<file path="config.mk">
export PLATFORM = sky130hd
export DESIGN_NAME = i2c_reg_access
export DESIGN_NICKNAME = d
export VERILOG_FILES = /design/src/rtl/i2c_reg_access.sv
export SDC_FILE = /design/constraint.sdc
export NUM_CORES = 1
export LEC_CHECK = 0
export CORE_ASPECT_RATIO = 1.2
export CORE_MARGIN = 3
export CORE_UTILIZATION = 35
export CTS_CLUSTER_SIZE = 40
export DETAILED_ROUTE_END_ITERATION = 10
export PLACE_DENSITY = 0.61
export SLEW_MARGIN = 20
export SYNTH_ARGS = -nofsm -noshare
export SYNTH_HDL_FRONTEND = slang
export SYNTH_SLANG_ARGS = --single-unit
</file>
<file path="constraint.sdc">
create_clock -name clk -period 5.35 [get_ports clk]
set_clock_uncertainty 0.1 [all_clocks]
set_input_delay 1.07 -clock clk [delete_from_list [all_inputs] [get_ports clk]]
set_output_delay 1.07 -clock clk [all_outputs]
set_load 0.02 [all_outputs]
</file>
<file path="src/rtl/i2c_reg_access.sv">
// Register-level I2C sequencer: turns one write/read command into a complete
// byte-master transaction (chip+W, reg, then value or repeated-start read).
module i2c_reg_access #(
  parameter int unsigned TIMEOUT_CYCLES = 2_000_000,
  parameter int unsigned TO_W           = 21
) (
  input  logic       clk,
  input  logic       reset,
  input  logic       cmd_valid,
  input  logic       cmd_rw,
  input  logic [6:0] cmd_chip,
  input  logic [7:0] cmd_reg,
  input  logic [7:0] cmd_wdata,
  output logic       cmd_ready,
  output logic       done,
  output logic [7:0] rd_data,
  output logic       ack_err,
  output logic       timeout,
  output logic       i2c_ena,
  output logic [6:0] i2c_addr,
  output logic       i2c_rw,
  output logic [7:0] i2c_data_wr,
  input  logic       i2c_busy,
  input  logic [7:0] i2c_data_rd,
  input  logic       i2c_ack_error
);

  typedef enum logic [1:0] {IDLE, B1, B2, FIN} state_t;

  state_t          state;
  logic            busy_q;
  logic            rw_q;
  logic [7:0]      wdata_q;
  logic [TO_W-1:0] to_cnt;

  logic busy_rise;
  logic busy_fall;
  logic fin_ok;
  logic abort;

  assign busy_rise = i2c_busy & ~busy_q;
  assign busy_fall = ~i2c_busy & busy_q;
  // Completion needs busy low for two samples so a one-cycle inter-byte gap is not mistaken for STOP.
  assign fin_ok    = (state == FIN) & ~i2c_busy & ~busy_q;
  // Completion in the same cycle as the timeout limit takes priority.
  assign abort     = (state != IDLE) && (to_cnt == TO_W'(TIMEOUT_CYCLES - 1)) && !fin_ok;

  // NOTE: all state and outputs update with non-blocking assignments so every
  // branch below reads the pre-edge values, regardless of statement order.
  always_ff @(posedge clk) begin
    if (!reset) begin
      state       <= IDLE;
      busy_q      <= 1'b0;
      rw_q        <= 1'b0;
      wdata_q     <= '0;
      to_cnt      <= '0;
      cmd_ready   <= 1'b1;
      done        <= 1'b0;
      rd_data     <= '0;
      ack_err     <= 1'b0;
      timeout     <= 1'b0;
      i2c_ena     <= 1'b0;
      i2c_addr    <= '0;
      i2c_rw      <= 1'b0;
      i2c_data_wr <= '0;
    end else begin
      busy_q <= i2c_busy;
      done   <= 1'b0;

      if (state != IDLE) begin
        to_cnt <= to_cnt + TO_W'(1);
        if (busy_fall || fin_ok)
          ack_err <= ack_err | i2c_ack_error;
      end

      if (abort) begin
        i2c_ena <= 1'b0;
        timeout <= 1'b1;
        done    <= 1'b1;
        state   <= IDLE;
      end else begin
        case (state)
          IDLE: begin
            if (cmd_ready && cmd_valid) begin
              rw_q        <= cmd_rw;
              wdata_q     <= cmd_wdata;
              ack_err     <= 1'b0;
              timeout     <= 1'b0;
              to_cnt      <= '0;
              i2c_ena     <= 1'b1;
              i2c_addr    <= cmd_chip;
              i2c_rw      <= 1'b0;
              i2c_data_wr <= cmd_reg;
              cmd_ready   <= 1'b0;
              state       <= B1;
            end else begin
              cmd_ready <= 1'b1;
            end
          end
          B1: begin
            // Master has taken chip+W/reg; queue the second byte.
            if (busy_rise) begin
              if (rw_q) i2c_rw      <= 1'b1;
              else      i2c_data_wr <= wdata_q;
              state <= B2;
            end
          end
          B2: begin
            if (busy_rise) begin
              i2c_ena <= 1'b0;
              state   <= FIN;
            end
          end
          FIN: begin
            if (fin_ok) begin
              if (rw_q) rd_data <= i2c_data_rd;
              done  <= 1'b1;
              state <= IDLE;
            end
          end
          default: state <= IDLE;
        endcase
      end
    end
  end

endmodule

</file>
; Yosys cells after proc, flatten, opt, wreduce, memory -nomap -nowiden
; Index checks and enable logic that the tools add are counted.
[word_totals]
latchBits = 0
mem_bits_rw = 0
memories = 0
elab_cells = 85
input_bits = 37
reg_bits = 62
out_inout_bits = 29
romBits = 0
[classes]
magnitude_cmp = 0
mux = 31
n_shift = 0
n_div = 0
eq_ne = 10
multipliers = 0
bitwise_logic = 9
n_addsub = 1
n_reduce_logical = 20
[op_table]
columns = op, n
row1 = 21-bit two-way mux, 4
row2 = 8-bit two-way mux, 3
row3 = 21-bit by 1-bit adder with 21-bit output (second input constant), 1
row4 = 21-bit equality test (second input constant), 1
row5 = 1-bit two-way mux, 16
row6 = 8-bit one-hot mux with 2 select lines, 1
row7 = 2-bit != test (second input constant), 6
row8 = 5-bit AND reduction, 2
row9 = 2-bit nonzero test, 5
row10 = 2-bit two-way mux, 4
row11 = 2-bit one-hot mux with 4 select lines, 1
row12 = 4-bit AND reduction, 2
row13 = 3-bit AND reduction, 2
row14 = 1-bit bitwise AND, 4
row15 = 2-bit equality test (second input constant), 2
row16 = 1-bit NOT, 4
row17 = 1-bit one-hot mux with 2 select lines, 2
row18 = 2-bit AND reduction, 2
row19 = 1-bit logical AND, 3
row20 = 2-bit by 1-bit equality test with 1-bit output (second input constant), 1
row21 = 2-bit logical NOT, 1
row22 = 2-bit OR reduction, 1
row23 = 1-bit logical NOT, 1
row24 = 1-bit logical OR, 1
row25 = 1-bit OR, 1

; Depth between registers and ports, before layout
; Gate-level depths: netlist of the first run.
[logic_depth]
word_depth = 9
ltp_mapped = 8
mapped_depth_nobuf = 7

; Worst setup path before layout of the first run
; OpenSTA, ideal clock, no wires.
[synth_timing]
path_type = input port to flip-flop
from = input i2c_busy
to = register i2c_data_wr[0]
path_buffers = 0
setup_time_ps = 127
arrival_time_ps = 2242
path_slack_ps = 2881
required_time_ps = 5123
cell_stages = 5
path_cell_list = nor3b_2 -> or4_4 -> o41ai_4 -> nor2_4 -> mux2i_1
[synth_between]
elab_chain_cells = 7
elab_cells_between_ends = 9
classes_between = eq/ne (1) / bitwise (5) / reduce/logical (3)
[synth_rtl]
columns = element, line_no
row1 = "start, declared", 23  ; input logic i2c_busy,
row2 = 1-bit NOT, 44  ; assign fin_ok = (state == FIN) & ~i2c_busy & ~busy_q;
row3 = 1-bit bitwise AND (2 in a row), 44
row4 = 1-bit logical NOT, 46  ; assign abort = (state != IDLE) && (to_cnt == TO_W'(TIMEOUT_CYCLES - 1)) && !fin_ok;
row5 = 1-bit logical AND, 46
row6 = 1-bit NOT (no source line), --
row7 = 5-bit AND reduction (no source line) (*), --
row8 = "end signal, assigned", 93  ; i2c_data_wr <= cmd_reg;
row9 = "end signal, assigned", 104  ; else i2c_data_wr <= wdata_q;
row10 = "end, declared", 22  ; output logic [7:0] i2c_data_wr,
; Mark *: on every way between the ends. The rest lies on a longest branch, timed or not.
; A chain may end at the register's enable or synchronous reset.

; Final worst setup path of the first run
[layout_timing]
from = register state[0]
to = register to_cnt[9]
[layout_between]
elab_chain_cells = 6
elab_cells_between_ends = 12
classes_between = eq/ne (1) / mux (4) / bitwise (2) / reduce/logical (5)
[layout_rtl]
columns = element, line_no
row1 = "start, declared", 30  ; state_t state;
row2 = "start signal, assigned", 52  ; state <= IDLE;
row3 = "start signal, assigned", 80  ; state <= IDLE;
row4 = "start signal, assigned", 95  ; state <= B1;
row5 = 2-bit equality test, 44
row6 = 1-bit bitwise AND (2 in a row), 44
row7 = 1-bit logical NOT, 46
row8 = 1-bit logical AND, 46
row9 = 21-bit two-way mux (*), 76  ; if (abort) begin
row10 = "end signal, assigned", 71  ; to_cnt <= to_cnt + TO_W'(1);
row11 = "end, declared", 34  ; logic [TO_W-1:0] to_cnt;
; Marked as above.

==> impl_metrics.env, run 1 <==
export IMPL_grt_pass1_wl_mm=11.6
export IMPL_rows=35
export IMPL_slowest_delay_ps=920
export IMPL_ir_worst_vdd_mv=0.193
export IMPL_path_cells="inv_1 > ha_1 > nand3_1 > nand2_1 > nor2_1"
export IMPL_min_path_type="reg2reg"
export IMPL_ys_ff_latch=62
export IMPL_arrival_ps=3140
export IMPL_wire_per_inst_um=14.1
export IMPL_holdPathStages=2
export IMPL_io_buffers=65
export IMPL_antenna_cells=0
export IMPL_fin_crit_ps=3040
export IMPL_cp_max_fo=24
export IMPL_numClockSinks=62
export IMPL_finalHoldViolCount=0
export IMPL_ant_nets=0
export IMPL_netlist_area_sq_um=2830
export IMPL_gp_congestion=0.782
export IMPL_die_w_um=88.0
export IMPL_cpLargestDelayFamily="simple AND/OR/NAND/NOR gates"
export IMPL_synth_async_reset_ratio_pct=0
export IMPL_timing_fmax_mhz=329
export IMPL_yosysWarnings=0
export IMPL_drive_gt1_share_pct=8.02
export IMPL_relSlewSlack_pct=34.7
export IMPL_drcViolationCount=0
export IMPL_report_final_slew_viol_count=0
export IMPL_cts_hold_buf=0
export IMPL_cp_end_kind="flop"
export IMPL_io_pins=66
export IMPL_dpl_hpwl_mm=4.89
export IMPL_grt_max_degree=32
export IMPL_synth_area_leaders="dfxtp_1 (44%), nand2_1 (10%), a21boi_0 (7.4%)"
export IMPL_p_leak_nw=1.36
export IMPL_cts_tree="done"
export IMPL_synth_nets=374
export IMPL_cts_path_max_buffers=2
export IMPL_antenna_found_initial=0
export IMPL_die_area_sq_um=9190
export IMPL_synth_top_cell_area_share_pct=43.9
export IMPL_final_common_cell="nand2_1"
export IMPL_cts_buffers=9
export IMPL_setup_violations=0
export IMPL_drt_iter0_markers=115
export IMPL_postCtsSetupBuffers=0
export IMPL_synth_cell_types=42
export IMPL_startpoint_type="flop"
export IMPL_tns_ps=0
export IMPL_drt_total_wl_mm=6.90
export IMPL_syn2layout_area_growth_pct=31.8
export IMPL_synth_seq_area_share_pct=43.9
export IMPL_grt_pass1_vias=2446
export IMPL_syn_avg_cell_area_sq_um=8.51
export IMPL_synth_edf_count=0
export IMPL_status="finished, final reports clean"
export IMPL_power_density_nw_per_um2=407
export IMPL_syn_inst=332
export IMPL_synth_area_leader_cell="dfxtp_1"
export IMPL_overflow=0
export IMPL_h_tree_depth=3
export IMPL_crit_type="reg2reg"
export IMPL_tightest_slew_ps=977
export IMPL_num_vias=2496
export IMPL_drv_cap=0
export IMPL_floorplan_initialDensity_pct=36.4
export IMPL_rsz0062_at_grt="false"
export IMPL_drtPass1Iterations=4
export IMPL_slowest_stage="nand3_1"
export IMPL_die_h_um=104
export IMPL_required_ps=5450
export IMPL_nNetsFinal=438
export IMPL_crit_buf_inv=1
export IMPL_path_clk_slew_ps=70
export IMPL_grt_total_usage_pct=16.0
export IMPL_reg2regPathDepth=5
export IMPL_worst_skew_pair_late_latency_ps=330
export IMPL_total_power_w=0.00152
export IMPL_synth_ff_type="dfxtp_1"
export IMPL_final_cell_mix="nand2_1 (77), clkdlybuf4s50_1 (64), dfxtp_1 (62)"
export IMPL_post_route_period_util_pct=56.8
export IMPL_cts_root_buf="clkbuf_8"
export IMPL_critical_path_depth=5
export IMPL_vias_per_cell=5.08
export IMPL_ctsResizeCount=0
export IMPL_coreArea_sq_um=7750
==> kinds of logic (layout without fill, tap and decap cells) <==
logic type	after synthesis	count (layout)	share of synthesized area, %
XOR/XNOR	7	7	2.17
AO/OA/AOI/OAI	68	68	17.4
buffers and inverters	18	85	2.39
flip-flops	62	62	43.9
AND/OR/NAND/NOR	158	158	26.9
adder cells (fa/ha/maj)	5	5	2.21
multiplexers	14	14	5.00
==> state kept, by name, summed over array words and instances (netlist names), 2 cells and up <==
register / count
rd_data: 8
to_cnt: 21
i2c_addr: 7
state: 2
wdata_q: 8
i2c_data_wr: 8
==> Yosys cell counts (2+ instances only) <==
library cell,n
nor3_1,5
and4_1,2
a31oi_1,2
ha_1,5
nor2b_1,4
and2_1,5
a21boi_0,28
a21oi_1,8
nor4_2,2
dfxtp_1,62
or3_1,2
o21a_1,4
nand2_1,77
o21ai_0,9
mux2i_1,13
xor2_1,6
a22oi_1,3
o211ai_1,8
nor2_1,23
nand4_1,6
nor4_1,2
inv_1,4
nand2b_1,2
nand3_1,9
or2_2,8
clkbuf_1,13
and3_1,5
==> per-layer routing <==
metal	up-vias	wire length, um	GRT usage [%]
met1	1160	3090	19.1
met3	12	335	4.60
met5	-	0	0
met4	0	119	6.48
li1	1273	-	-
met2	51	3350	26.7
==> stage by stage <==
step | worst slack [ps] | hold slack (ps) | utilization [%] | instance area [sq um] | cells
finish | 2310 | 362 | 48.0 | 3720 | 491
global route | 1980 | 387 | 48.0 | 3720 | 491
CTS | 2290 | 366 | 48.1 | 3730 | 491
detailed placement | 2020 | 357 | 45.8 | 3550 | 477
global placement | 2060 | 349 | 45.8 | 3550 | 477
floorplan | 2880 | 343 | - | 2830 | 332
==> worst register-to-register path, cell delays in order, from the launching register on <==
cell     delay [ps]
dfxtp_1         340
inv_1            90
ha_1            720
nand3_1         930
nand2_1         630
nor2_1          100
==> power by group <==
group	switching (W)	internal, W	total (W)
registers	0.0000530	0.000533	0.000586
clock network	0.000175	0.000207	0.000382
logic	0.000317	0.000230	0.000547
total	0.000545	0.000971	0.00152
==> final timing paths <==
kind	slack (ps)	start	end
setup / recovery	2310	state[0]	to_cnt[9]
hold / removal	360	wdata_q[5]	wdata_q[5]
setup reg to reg	2310	state[0]	to_cnt[9]
hold reg to reg	360	wdata_q[5]	wdata_q[5]
==> final cells by class <==
type,instances,area [sq um]
clock inverter,5,52.6
multi-input combinational,252,1520
sequential,62,1240
fill,758,4030
inverter,5,18.8
tap,92,115
timing repair buffer,66,653
clock buffer,9,124
(Power assumes the default switching activity.)
==> run 2: changes to the inputs <==
--- a/config.mk
+++ b/config.mk
@@ -10,7 +10,7 @@
 export CORE_UTILIZATION = 35
 export CTS_CLUSTER_SIZE = 40
 export DETAILED_ROUTE_END_ITERATION = 10
-export PLACE_DENSITY = 0.61
+export PLACE_DENSITY = 0.64
 export SLEW_MARGIN = 20
 export SYNTH_ARGS = -nofsm -noshare
 export SYNTH_HDL_FRONTEND = slang
==> constraint.sdc (replaced) <==
create_clock -name clk -period 2.59 [get_ports clk]
set_clock_uncertainty 0.1 [all_clocks]
set_input_delay 0.518 -clock clk [delete_from_list [all_inputs] [get_ports clk]]
set_output_delay 0.518 -clock clk [all_outputs]
set_load 0.02 [all_outputs]
==> run 2 against run 1 <==
Clock power is 150% higher; worst hold slack improved by 2.4 ps; combinational power increased by 120%; routed wire length rose by 1.7%; largest cell class unchanged; critical endpoint is now i2c_data_wr[1]; die area did not move; highest routed layer unchanged; critical path depth up 1.
==> impl_metrics.env, run 2 (synthesized netlist as in run 1, its figures left out) <==
export IMPL_die_h_um=104
export IMPL_wire_per_inst_um=13.9
export IMPL_overflow=0
export IMPL_power_share_switching_pct=35.4
export IMPL_ctsResizeCount=0
export IMPL_status="finished, final reports clean"
export IMPL_rsz0062_at_grt="false"
export IMPL_drive_gt1_share_pct=10.4
export IMPL_grt_total_usage_pct=16.1
export IMPL_top_register="to_cnt"
export IMPL_die_w_um=88.0
export IMPL_nNetsFinal=449
export IMPL_ant_nets=0
export IMPL_grt_pass1_vias=2465
export IMPL_io_pins=66
export IMPL_drtPass1Iterations=5
export IMPL_hold_worst_slack_ps=364
export IMPL_power_density_nw_per_um2=865
export IMPL_required_ps=2700
export IMPL_cts_root_buf="clkbuf_8"
export IMPL_antenna_cells=0
export IMPL_coreArea_sq_um=7750
export IMPL_h_tree_depth=3
export IMPL_setup_violations=0
export IMPL_numClockSinks=62
export IMPL_combPwrFrac_pct=35.5
export IMPL_syn2layout_area_growth_pct=36.9
export IMPL_holdPathStages=2
export IMPL_startpoint="to_cnt[1]"
export IMPL_drt_iter0_markers=106
export IMPL_gp_congestion=0.815
export IMPL_final_cell_mix="nand2_1 (77), clkdlybuf4s50_1 (65), dfxtp_1 (62)"
export IMPL_relSlewSlack_pct=63.4
export IMPL_reg2regPathDepth=6
export IMPL_crit_type="reg2reg"
export IMPL_grt_max_degree=49
export IMPL_drv_cap=0
export IMPL_grt_pass1_wl_mm=11.8
export IMPL_min_from="i2c_addr[5]"
export IMPL_io_buffers=65
export IMPL_ir_worst_vdd_mv=0.483
export IMPL_tightest_slew_ps=549
export IMPL_clkPwrFrac_pct=28.3
export IMPL_postCtsSetupBuffers=0
export IMPL_p_int_w=0.00216
export IMPL_timing_fmax_mhz=442
export IMPL_p_seq_share_pct=36.2
export IMPL_antenna_found_initial=0
export IMPL_total_power_w=0.00335
export IMPL_post_route_period_util_pct=87.3
export IMPL_startpoint_type="flop"
export IMPL_arrival_ps=2370
export IMPL_report_final_slew_viol_count=0
export IMPL_floorplan_initialDensity_pct=36.4
export IMPL_cp_end_kind="flop"
export IMPL_p_leak_nw=1.44
export IMPL_dpl_hpwl_mm=5.09
export IMPL_power_switching_w=0.00118
export IMPL_path_clk_slew_ps=70
export IMPL_cts_tree="done"
export IMPL_cp_max_fo=8
export IMPL_rr_startpoint="to_cnt[1]"
export IMPL_num_vias=2575
export IMPL_vias_per_cell=5.11
export IMPL_drt_total_wl_mm=7.02
export IMPL_drcViolationCount=0
export IMPL_fin_crit_ps=2260
export IMPL_tns_ps=0
export IMPL_largest_register_ffs=21
export IMPL_final_common_cell="nand2_1"
export IMPL_die_area_sq_um=9190
export IMPL_worst_skew_pair_late_latency_ps=330
export IMPL_min_path_type="reg2reg"
export IMPL_rows=35
export IMPL_cts_buffers=9
export IMPL_finalHoldViolCount=0
export IMPL_cts_path_max_buffers=2
export IMPL_cts_hold_buf=0
[run 2: cell count changes in the layout (fill, tap and decap cells not counted)]
cell,delta
buf_4,+10
clkinv_4,+3
clkinv_2,-2
buf_12,+1
buf_2,-1
bufinv_16,+1
clkdlybuf4s50_1,+1
nor2_1,+1
nor2_2,-1
[run 2: routing by layer]
layer / up-vias / routed length (um) / global-route usage [%]
met1: 1205 / 3050 / 18.8
met2: 58 / 3490 / 27.4
met4: 0 / 97 / 6.05
li1: 1304 / - / -
met3: 8 / 383 / 4.60
met5: - / 0 / 0
[run 2: layout make-up]
cell class                      instances  area [sq um]
Multi-Input combinational cell        252          1520
Timing Repair Buffer                   77           753
Inverter                                5          18.8
Clock inverter                          7          98.8
Sequential cell                        62          1240
Fill cell                             755          3880
Clock buffer                            9           124
Tap cell                               92           115
[run 2: path summary, 6_finish.rpt]
path / endpoint / slack [ps]
setup / recovery: i2c_data_wr[1] / 330
hold reg to reg: i2c_addr[5] / 360
hold / removal: i2c_addr[5] / 360
setup reg to reg: i2c_data_wr[1] / 330
[run 2: stage by stage]
| stage | setup slack (ps) | area (sq um) | instances | util [%] |
|---|---|---|---|---|
| after floorplan | 491 | 2830 | 332 | - |
| after global placement | 103 | 3640 | 488 | 47.0 |
| after detailed placement | 66.8 | 3640 | 488 | 47.0 |
| after CTS | 330 | 3870 | 504 | 49.9 |
| after global routing | 192 | 3870 | 504 | 49.9 |
| final | 330 | 3870 | 504 | 49.9 |
[run 2: power groups by stage]
stage | registers, W | logic, W | clock network (W)
finish | 0.00121 | 0.00119 | 0.000947
global route | 0.00123 | 0.00131 | 0.00102
CTS | 0.00121 | 0.00120 | 0.000971
detailed placement | 0.00123 | 0.00120 | 0
global placement | 0.00123 | 0.00119 | 0
floorplan | 0.00132 | 0.000626 | 0
[run 2: worst max-delay path, stage by stage (launching register included)]
cell	delay, ps
dfxtp_1	430
ha_1	230
nand3_1	110
or4_4	580
o41ai_4	410
nor2_4	130
mux2i_1	140
==> run 3: changes to the inputs <==
--- a/config.mk
+++ b/config.mk
@@ -10,7 +10,6 @@
 export CORE_UTILIZATION = 35
 export CTS_CLUSTER_SIZE = 40
 export DETAILED_ROUTE_END_ITERATION = 10
-export PLACE_DENSITY = 0.64
 export SLEW_MARGIN = 20
 export SYNTH_ARGS = -nofsm -noshare
 export SYNTH_HDL_FRONTEND = slang
==> run 3 against run 2 <==
Cell count grew 0.40%; critical path type unchanged; register-to-register slack is essentially flat; flip-flop and latch count is the same; clock power shrank 13%; via count shrank 0.50%; sequential share of layout area grew 0.094 points.
==> impl_metrics.env, run 3 (synthesized netlist as in run 1, its figures left out) <==
export IMPL_cts_hold_buf=0
export IMPL_ant_nets=0
export IMPL_placed_area_sq_um=3670
export IMPL_cpLargestDelayFamily="simple AND/OR/NAND/NOR gates"
export IMPL_min_from="wdata_q[6]"
export IMPL_final_common_cell="nand2_1"
export IMPL_wire_per_inst_um=13.9
export IMPL_relSlewSlack_pct=63.8
export IMPL_cts_path_max_buffers=2
export IMPL_coreArea_sq_um=7750
export IMPL_drt_iter0_markers=108
export IMPL_largest_register_ffs=21
export IMPL_utilization_pct=49.7
export IMPL_cts_tree="done"
export IMPL_final_cell_mix="nand2_1 (77), clkdlybuf4s50_1 (65), dfxtp_1 (62)"
export IMPL_overflow=0
export IMPL_total_power_w=0.00326
export IMPL_hold_end="wdata_q[6]"
export IMPL_antenna_found_initial=0
export IMPL_ctsResizeCount=0
export IMPL_crit_type="reg2reg"
export IMPL_fin_crit_ps=2270
export IMPL_power_density_nw_per_um2=846
export IMPL_die_w_um=88.0
export IMPL_vias_per_cell=5.06
export IMPL_setup_violations=0
export IMPL_startpoint_type="flop"
export IMPL_grt_total_usage_pct=16.0
export IMPL_cts_buffers=9
export IMPL_gp_congestion=0.782
export IMPL_grt_max_degree=37
export IMPL_top_register="to_cnt"
export IMPL_floorplan_initialDensity_pct=36.4
export IMPL_status="finished, final reports clean"
export IMPL_die_h_um=104
export IMPL_drt_total_wl_mm=7.06
export IMPL_tightest_slew_ps=543
export IMPL_num_vias=2562
export IMPL_reg2regPathDepth=6
export IMPL_p_leak_nw=1.44
export IMPL_post_route_period_util_pct=87.7
export IMPL_slowest_stage="or4_4"
export IMPL_rsz0062_at_grt="false"
export IMPL_cp_max_fo=8
export IMPL_drtPass1Iterations=4
export IMPL_required_ps=2690
export IMPL_arrival_ps=2370
export IMPL_antenna_cells=0
export IMPL_io_pins=66
export IMPL_tns_ps=0
export IMPL_r2r_end="i2c_data_wr[2]"
export IMPL_worst_skew_pair_late_latency_ps=330
export IMPL_min_path_type="reg2reg"
export IMPL_report_final_slew_viol_count=0
export IMPL_rr_startpoint="to_cnt[0]"
export IMPL_grt_pass1_vias=2513
export IMPL_h_tree_depth=3
export IMPL_cts_root_buf="clkbuf_8"
export IMPL_ir_worst_vdd_mv=0.382
export IMPL_r2r_slack_ps=320
export IMPL_io_buffers=65
export IMPL_postCtsSetupBuffers=0
export IMPL_finish_instance_area_sq_um=3860
export IMPL_drive_gt1_share_pct=10.6
export IMPL_rows=35
export IMPL_holdPathStages=2
export IMPL_dpl_hpwl_mm=5.23
export IMPL_numClockSinks=62
export IMPL_syn2layout_area_growth_pct=36.5
export IMPL_nNetsFinal=452
export IMPL_path_cells="ha_1 > nand3_1 > or4_4 > o41ai_4 > nor2_4 > mux2i_1"
export IMPL_die_area_sq_um=9190
export IMPL_drcViolationCount=0
export IMPL_crit_buf_inv=0
export IMPL_grt_pass1_wl_mm=11.8
export IMPL_finalHoldViolCount=0
export IMPL_drv_cap=0
export IMPL_slowest_delay_ps=580
export IMPL_timing_fmax_mhz=440
export IMPL_cp_end_kind="flop"
export IMPL_path_clk_slew_ps=70
==> run 3: changes by cell type in the layout (fill, tap and decap cells not counted), sizes merged <==
cell / before / now
buf: 12 / 15
clkbuf: 9 / 11
clkinv: 5 / 3
bufinv: 2 / 1
==> run 3: layout make-up <==
type / instances / area [sq um]
flip-flops and latches: 62 / 1240
well taps: 92 / 115
clock buffers: 11 / 141
fillers: 731 / 3890
inverters: 5 / 18.8
repair buffers: 80 / 776
multi-input cells: 252 / 1520
clock inverters: 4 / 47.5
==> run 3: how the worst max path moves through the flow <==
stage               from             end  cells after the start
6_report       to_cnt[0]  i2c_data_wr[2]                      6
5_1_grt         state[0]      to_cnt[20]                      8
4_1_cts         state[0]  i2c_data_wr[0]                      8
3_5_place_dp    i2c_busy  i2c_data_wr[5]                      6
3_3_place_gp    i2c_busy  i2c_data_wr[4]                      6
2_1_floorplan  to_cnt[0]  i2c_data_wr[0]                      6
==> run 3: metal layers <==
layer	track usage, %	wire length (um)	vias to the layer above
met5	0	0	-
met4	5.94	94	0
met3	4.44	391	9
met2	26.1	3460	60
met1	19.9	3120	1186
li1	-	-	1307
==> run 3: worst min-delay path, cell delays in order, from the launching register on <==
cell	delay [ps]
dfxtp_1	310
nand2_1	50
a21boi_0	60
==> run 3: power by group <==
| part | switching, W | internal [W] |
|---|---|---|
| Clock | 0.000362 | 0.000462 |
| Sequential | 0.000113 | 0.00110 |
| Combinational | 0.000679 | 0.000544 |
==> run 3: metrics by stage <==
step,cells,hold slack (ps),worst slack [ps]
final,506,361,320
after global routing,506,386,165
after CTS,506,366,315
after detailed placement,491,357,58.4
after global placement,491,346,108
after floorplan,332,343,491
